File: config.mk
export PLATFORM = sky130hd
export DESIGN_NAME = vector_vwrite
export DESIGN_NICKNAME = d
export VERILOG_FILES = /design/src/rtl/vector_vwrite.sv
export SDC_FILE = /design/constraint.sdc
export NUM_CORES = 1
export LEC_CHECK = 0
export CAP_MARGIN = 5
export CORE_MARGIN = 2
export CORE_UTILIZATION = 50
export DETAILED_ROUTE_END_ITERATION = 16
export PLACE_DENSITY = 0.76
export SLEW_MARGIN = 20
export SYNTH_ARGS = -nofsm -noshare
export SYNTH_HDL_FRONTEND = slang
export SYNTH_SLANG_ARGS = --single-unit
File: constraint.sdc
create_clock -name clk -period 3.4 [get_ports clk]
set_clock_uncertainty 0.1 [all_clocks]
set_input_delay 0.34 -clock clk [delete_from_list [all_inputs] [get_ports clk]]
set_output_delay 0.34 -clock clk [all_outputs]
set_load 0.01 [all_outputs]
File: src/rtl/vector_vwrite.sv
// -----------------------------------------------------------------------------
// vector_vwrite
//
// Write-side partner of the byte field splitter. A field set {res1, res2, res3}
// is reassembled into a byte and checked for consistency. Consistent bytes go
// into a first-word-fall-through FIFO and leave on a valid/ready port.
// Inconsistent sets are consumed, dropped and counted.
//
// Parameters:
//   DEPTH      FIFO entries (power of 2, >= 2)
//
// Ports:
//   clk        sole clock, rising edge
//   rst        synchronous active-high reset
//   in_valid   field set on res1/res2/res3 is valid
//   in_ready   block can take a field set this cycle
//   res1       copy of data[7]
//   res2       copy of data[3:0]
//   res3       full byte, MSB-indexed (res3[i] = data[7-i])
//   out_valid  data holds the FIFO head
//   out_ready  consumer takes the head this cycle
//   data       FIFO head, 8'h00 when empty
//   err        one-cycle pulse after a rejected set
//   err_count  saturating count of rejected sets
//   level      current FIFO occupancy
// -----------------------------------------------------------------------------
module vector_vwrite #(
  parameter int DEPTH = 4
) (
  input  logic                       clk,
  input  logic                       rst,
  input  logic                       in_valid,
  output logic                       in_ready,
  input  logic                       res1,
  input  logic [3:0]                 res2,
  input  logic [0:7]                 res3,
  output logic                       out_valid,
  input  logic                       out_ready,
  output logic [7:0]                 data,
  output logic                       err,
  output logic [7:0]                 err_count,
  output logic [$clog2(DEPTH):0]     level
);

  localparam int AW = $clog2(DEPTH);
  localparam int LW = AW + 1;

  logic [7:0]    mem_q [DEPTH];
  logic [AW-1:0] wr_ptr_q, wr_ptr_d;
  logic [AW-1:0] rd_ptr_q, rd_ptr_d;
  logic [LW-1:0] level_q, level_d;
  logic          err_q, err_d;
  logic [7:0]    err_count_q, err_count_d;

  logic [7:0]    byte_w;
  logic          good_w;
  logic          accept_w;
  logic          push_w;
  logic          pop_w;

  // res3 is declared [0:7], so a packed copy puts res3[0] on bit 7, which is
  // exactly byte[7-i] = res3[i].
  assign byte_w = res3;
  assign good_w = (res1 == byte_w[7]) && (res2 == byte_w[3:0]);

  // Ready comes only from registered occupancy and rst; out_ready never feeds
  // it, so a full FIFO does not accept even when it is being popped.
  assign in_ready  = !rst && (level_q != LW'(DEPTH));
  assign out_valid = !rst && (level_q != '0);
  assign data      = out_valid ? mem_q[rd_ptr_q] : 8'h00;
  assign err       = err_q;
  assign err_count = err_count_q;
  assign level     = level_q;

  assign accept_w = in_valid && in_ready;
  assign push_w   = accept_w && good_w;
  assign pop_w    = out_valid && out_ready;

  always_comb begin
    // NOTE: every always_comb output gets a default first so no path can
    // leave it unassigned and infer a latch.
    wr_ptr_d    = wr_ptr_q;
    rd_ptr_d    = rd_ptr_q;
    level_d     = level_q;
    err_d       = accept_w && !good_w;
    err_count_d = err_count_q;

    if (push_w) wr_ptr_d = wr_ptr_q + 1'b1;  // wraps naturally, DEPTH = 2**AW
    if (pop_w)  rd_ptr_d = rd_ptr_q + 1'b1;

    unique case ({push_w, pop_w})
      2'b10:   level_d = level_q + 1'b1;
      2'b01:   level_d = level_q - 1'b1;
      default: level_d = level_q;
    endcase

    if (accept_w && !good_w && (err_count_q != 8'hFF))
      err_count_d = err_count_q + 1'b1;
  end

  // NOTE: sequential state uses non-blocking assignments so every register
  // samples pre-edge values regardless of statement order.
  always_ff @(posedge clk) begin
    if (rst) begin
      wr_ptr_q    <= '0;
      rd_ptr_q    <= '0;
      level_q     <= '0;
      err_q       <= 1'b0;
      err_count_q <= 8'h00;
    end else begin
      wr_ptr_q    <= wr_ptr_d;
      rd_ptr_q    <= rd_ptr_d;
      level_q     <= level_d;
      err_q       <= err_d;
      err_count_q <= err_count_d;
    end
  end

  // NOTE: storage is not reset; level gates data to 8'h00 when empty, so
  // stale contents are never visible and the array maps to plain RAM/flops.
  always_ff @(posedge clk) begin
    if (push_w) mem_q[wr_ptr_q] <= byte_w;
  end

endmodule

# ---- Yosys cells after proc, flatten, opt, wreduce, memory -nomap -nowiden
# Memories as Yosys holds them, arrays and structs flattened. A register that Yosys moved wholly into a read port is not among the register bits.
# Index checks and enable logic that the tools add are counted.
dict set report totals {
  elab_cells 35
  input_bits 17
  reg_bits 16
  mem_count 1
  ramBits 32
  output_inout_bits 22
}
dict set report op_classes {
  n_reduce_logical 12
  eq_ne 6
  mux 6
  n_addsub 5
}
# name words word_bits read_ports rd_ports_with_merged_regs wr line
set memory_table {}
lappend memory_table {mem_q 4 8 1 1 1 48} ;# logic [7:0] mem_q [DEPTH];
# operator n
set op_table {}
lappend op_table {{$add A8 B1 Y8 const B} 1}
lappend op_table {{$logic_and A1 B1 Y1} 8}
lappend op_table {{$mux W8} 1}
lappend op_table {{$ne A8 B8 Y1 const B} 1}
lappend op_table {{$pmux W3 S2} 1}
lappend op_table {{$add A2 B1 Y2 const B} 2}
lappend op_table {{$eq A4 B4 Y1} 1}
lappend op_table {{$mux W2} 2}
lappend op_table {{$add A3 B1 Y3 const B} 1}
lappend op_table {{$ne A3 B3 Y1 const B} 1}
lappend op_table {{$reduce_bool A3 Y1} 1}
lappend op_table {{$sub A3 B1 Y3 const B} 1}
lappend op_table {{$eq A2 B1 Y1 const B} 1}
lappend op_table {{$eq A2 B2 Y1 const B} 1}
lappend op_table {{$logic_not A1 Y1} 2}
lappend op_table {{$mux W1} 2}
lappend op_table {{$reduce_bool A2 Y1} 1}
lappend op_table {{$eq A1 B1 Y1} 1}

# ---- Depth between registers and ports, before layout
dict set report depth {
  word_depth 6
  ltp_mapped 11
  ltp_nobuf 10
}

# ---- Worst setup path before layout
# OpenSTA, ideal clock, no wires.
dict set report synth_timing {
  kind {flip-flop to flip-flop}
  from {reg level_q[1], in the netlist level[1]}
  to {reg level_q[2], in the netlist level[2]}
  t_arrival_ns 2.106
  setup_time_ns 0.071
  slack_ns 1.124
  required_time_ns 3.229
  stages_incl_launch_ff 12
  path_cell_list {dfxtp_1 nor2_1 a21oi_2 and3_1 clkbuf_2 inv_1 ha_1 inv_1 fa_1 xor2_1 or3_1 a21oi_1}
}
dict set report synth_via {
  elab_chain_cells 6
  word_cells_on_any_way 13
}
# item line
set synth_rtl {}
lappend synth_rtl {{from (decl)} 51} ;# logic [LW-1:0] level_q, level_d;
lappend synth_rtl {{from (signal assigned)} 113} ;# level_q <= level_d;
lappend synth_rtl {{$ne A3 B3 Y1} 68} ;# assign in_ready = !rst && (level_q != LW'(DEPTH));
lappend synth_rtl {{$logic_and A1 B1 Y1} 68}
lappend synth_rtl {{$logic_and A1 B1 Y1} 75} ;# assign accept_w = in_valid && in_ready;
lappend synth_rtl {{$logic_and A1 B1 Y1} 76} ;# assign push_w = accept_w && good_w;
lappend synth_rtl {{$eq A2 B1 Y1 / $eq A2 B2 Y1 (equally long branches)} 91} ;# unique case ({push_w, pop_w})
lappend synth_rtl {{$pmux W3 S2 / $reduce_bool A2 Y1 (equally long branches)} n/a}
# Several ways; a longest one is shown, not always the timed one.
# A chain may end at the register's enable or synchronous reset.

# ---- Worst setup path in the final report
dict set report layout_timing {
  from {in res3[0] (netlist name)}
  to {reg level_q[2], in the netlist level[2]}
}
dict set report layout_via {
  elab_chain_cells 5
  word_cells_on_any_way 7
}
# item line
set layout_rtl {}
lappend layout_rtl {{from (decl)} 36} ;# input logic [0:7] res3,
lappend layout_rtl {{$eq A1 B1 Y1 (*)} 64} ;# assign good_w = (res1 == byte_w[7]) && (res2 == byte_w[3:0]);
lappend layout_rtl {{$logic_and A1 B1 Y1 (*)} 64}
lappend layout_rtl {{$logic_and A1 B1 Y1 (*)} 76}
lappend layout_rtl {{$eq A2 B1 Y1 / $eq A2 B2 Y1 (equally long branches)} 91}
lappend layout_rtl {{$pmux W3 S2 / $reduce_bool A2 Y1 (equally long branches)} n/a}
# Mark *: on every way between the ends. The rest lies on a longest branch, timed or not.

==> results.tsv <==
metric	value	unit
status	finished, final reports clean	
peakVddDrop	0.000231	V
yosysMostFrequentCell	edfxtp_1	
die_y	70.0	µm
wl_per_cell	17.1	µm
yosysWarnings	0	
maxCapViolations	0	
clk_latency	0.30	ns
critPathTopFamily	buffers and inverters	
synth_ff_type	edfxtp_1	
ys_seq_area_share	60.6	%
cts_sinks	50	
placedInstanceArea	2600	µm²
drt-pass1-iter-count	5	
io_buffers	38	
crit_fanout	8	
synth-seq-cells	50	
total_power	1.14	mW
drtAntennaViolNets	0	
yosys-top-cells-area	edfxtp_1 44%, dfxtp_1 17%, mux4_2 8.3%	
die-area	4900	µm²
crit_chain	clkdlybuf4s50_1, xor2_1, nor3_2, and3_1, inv_1, ha_1, inv_1, fa_1, xor2_1, or3_1, a21oi_1	
worst_slack	0.744	ns
ctsResizeCount	0	
postSynthAreaPerCell	13.7	µm²
path_buf_inv	3	
synth_top_area_share	44.1	%
p_leak	0.916	nW
slew_headroom	63.5	%
cts_buffers	5	
gp_congestion	0.694	
tns	0	ns
async_flop_share	0	%
min_period	2.66	ns
grt_pass1_wl	7140	µm
cellPowerDensity	419	nW/µm²
yosys-top-cells-count	32 x edfxtp_1, 18 x dfxtp_1, 14 x and2_1	
routed_wl	4310	µm
num_vias	1409	
die_x	70.0	µm
pre_cts_ws	0.412	ns
viasPerCell	5.59	
cp.required	3.54	ns
worstPathArrival	2.80	ns
layout.nets	223	
grt_pass1_vias	1449	
worstSetupPathType	in2reg	
synth_edf_count	32	
drive_above_1_share	11.5	%
dr.first_iter.drc_count	84	
finalCritPeriodShare	78.1	%
worst_slew_pin_slew	0.546	ns
hold_buffers	0	
place_hpwl	3090	µm
hold_viol	0	
crit_path_start_kind	input port	
clkSlewWorstSetupHoldPaths	0.09	ns
clockRootBuffer	clkbuf_8	
crit_path_max_incr_delay	0.55	ns
syn_area	2180	µm²
synth_cells	159	
io_pins	39	
worst_path_max_delay_cell	clkdlybuf4s50_1	
grt.overflow.total	0	
hold_ws	0.435	ns
row_count	24	
drv_slew	0	
fmax	376	MHz
postLayoutCellArea	2720	µm²
antenna_cells	0	
htreeDepth	2	
start_util	51.1	%
grtUsageTotal	18.8	%
syn2layout_area_growth	24.6	%
end_kind	flop	
yosys.area.top_type	edfxtp_1	
ys_types	36	
grt_max_degree	17	
hp-class	reg2reg	
clk_path_buf_depth	2	
fill_cells	316	
grt_setup_unrepaired	no	
core_area	4260	µm²
cts_tree	yes	
cts_setup_buffers	0	
finalSetupViolations	0	
syn_nets	183	
remaining_drc_errors	0	
antenna_found_initial	0	
==> cell type report <==
| type | instances | area, µm² | area share (%) |
|---|---|---|---|
| clock inverters | 3 | 43.8 | 1.61 |
| well taps | 52 | 65.1 | 2.40 |
| multi-input cells | 94 | 792 | 29.2 |
| repair buffers | 40 | 395 | 14.6 |
| flip-flops and latches | 50 | 1320 | 48.6 |
| clock buffers | 5 | 68.8 | 2.53 |
| inverters | 8 | 30.0 | 1.11 |
==> cells in the final DEF, fill, tap and decap left out, types with 3 or more instances in the layout <==
master	instances
inv_1	8
nand2_1	5
xor2_1	8
dfxtp_1	18
clkbuf_8	5
ha_1	6
or4_1	3
clkdlybuf4s50_1	38
edfxtp_1	32
nor2_1	11
and2_1	14
nand3_1	4
o311ai_0	4
a21oi_1	5
mux4_2	8
==> final timing paths <==
| path | cells past startpoint | start | slack [ns] | endpoint |
|---|---|---|---|---|
| min reg2reg | 2 | err_count[5] | 0.44 | err_count[5] |
| min | 2 | err_count[5] | 0.44 | err_count[5] |
| max | 11 | res3[0] | 0.74 | level[2] |
| max reg2reg | 10 | level[1] | 1.03 | level[2] |
==> worst register-to-register path: stages, from the launching register on <==
cell     delay (ns)
dfxtp_1        0.36
nor2_1         0.19
a21oi_2        0.11
and3_1         0.24
inv_1          0.09
ha_1           0.18
inv_1          0.06
fa_1           0.38
xor2_1         0.18
or3_1          0.30
a21oi_1        0.13
==> through the flow <==
step | utilization [%] | std cells
floorplan | - | 159
global placement | 61.1 | 244
detailed placement | 61.1 | 244
CTS | 63.7 | 252
global route | 63.7 | 252
finish | 63.7 | 252
==> metal layers <==
layer | routed length, µm | share of wire (%) | up-vias | GRT usage [%]
met1 | 1840 | 43 | 696 | 24.3
met5 | 0 | 0 | - | 0
met4 | 70 | 1.6 | 0 | 5.77
li1 | - | - | 663 | -
met3 | 171 | 4.0 | 6 | 4.18
met2 | 2230 | 52 | 44 | 31.9
==> where the power goes <==
group / internal (mW) / total (mW) / leakage (nW) / switching [mW]
logic: 0.0345 / 0.0637 / 0.424 / 0.0291
registers: 0.648 / 0.652 / 0.433 / 0.00467
clock network: 0.221 / 0.422 / 0.0585 / 0.201
total: 0.903 / 1.14 / 0.916 / 0.235
==> sequential cells by signal, summed over array words and instances (netlist names), named ones only <==
| name | count |
|---|---|
| err | 1 |
| level | 3 |
| rd_ptr_q | 2 |
| err_count | 8 |
| wr_ptr_q | 2 |
| mem_q | 32 |
==> cells by family after synthesis <==
kind of cell | count (synthesis) | synth area share, %
AO/OA/AOI/OAI | 18 | 5.86
AND/OR/NAND/NOR | 50 | 13.3
buffers and inverters | 15 | 3.04
multiplexers | 9 | 8.78
adder cells (fa/ha/maj) | 7 | 4.36
XOR/XNOR | 10 | 4.02
flip-flops | 50 | 60.6
(Power assumes the default switching activity.)
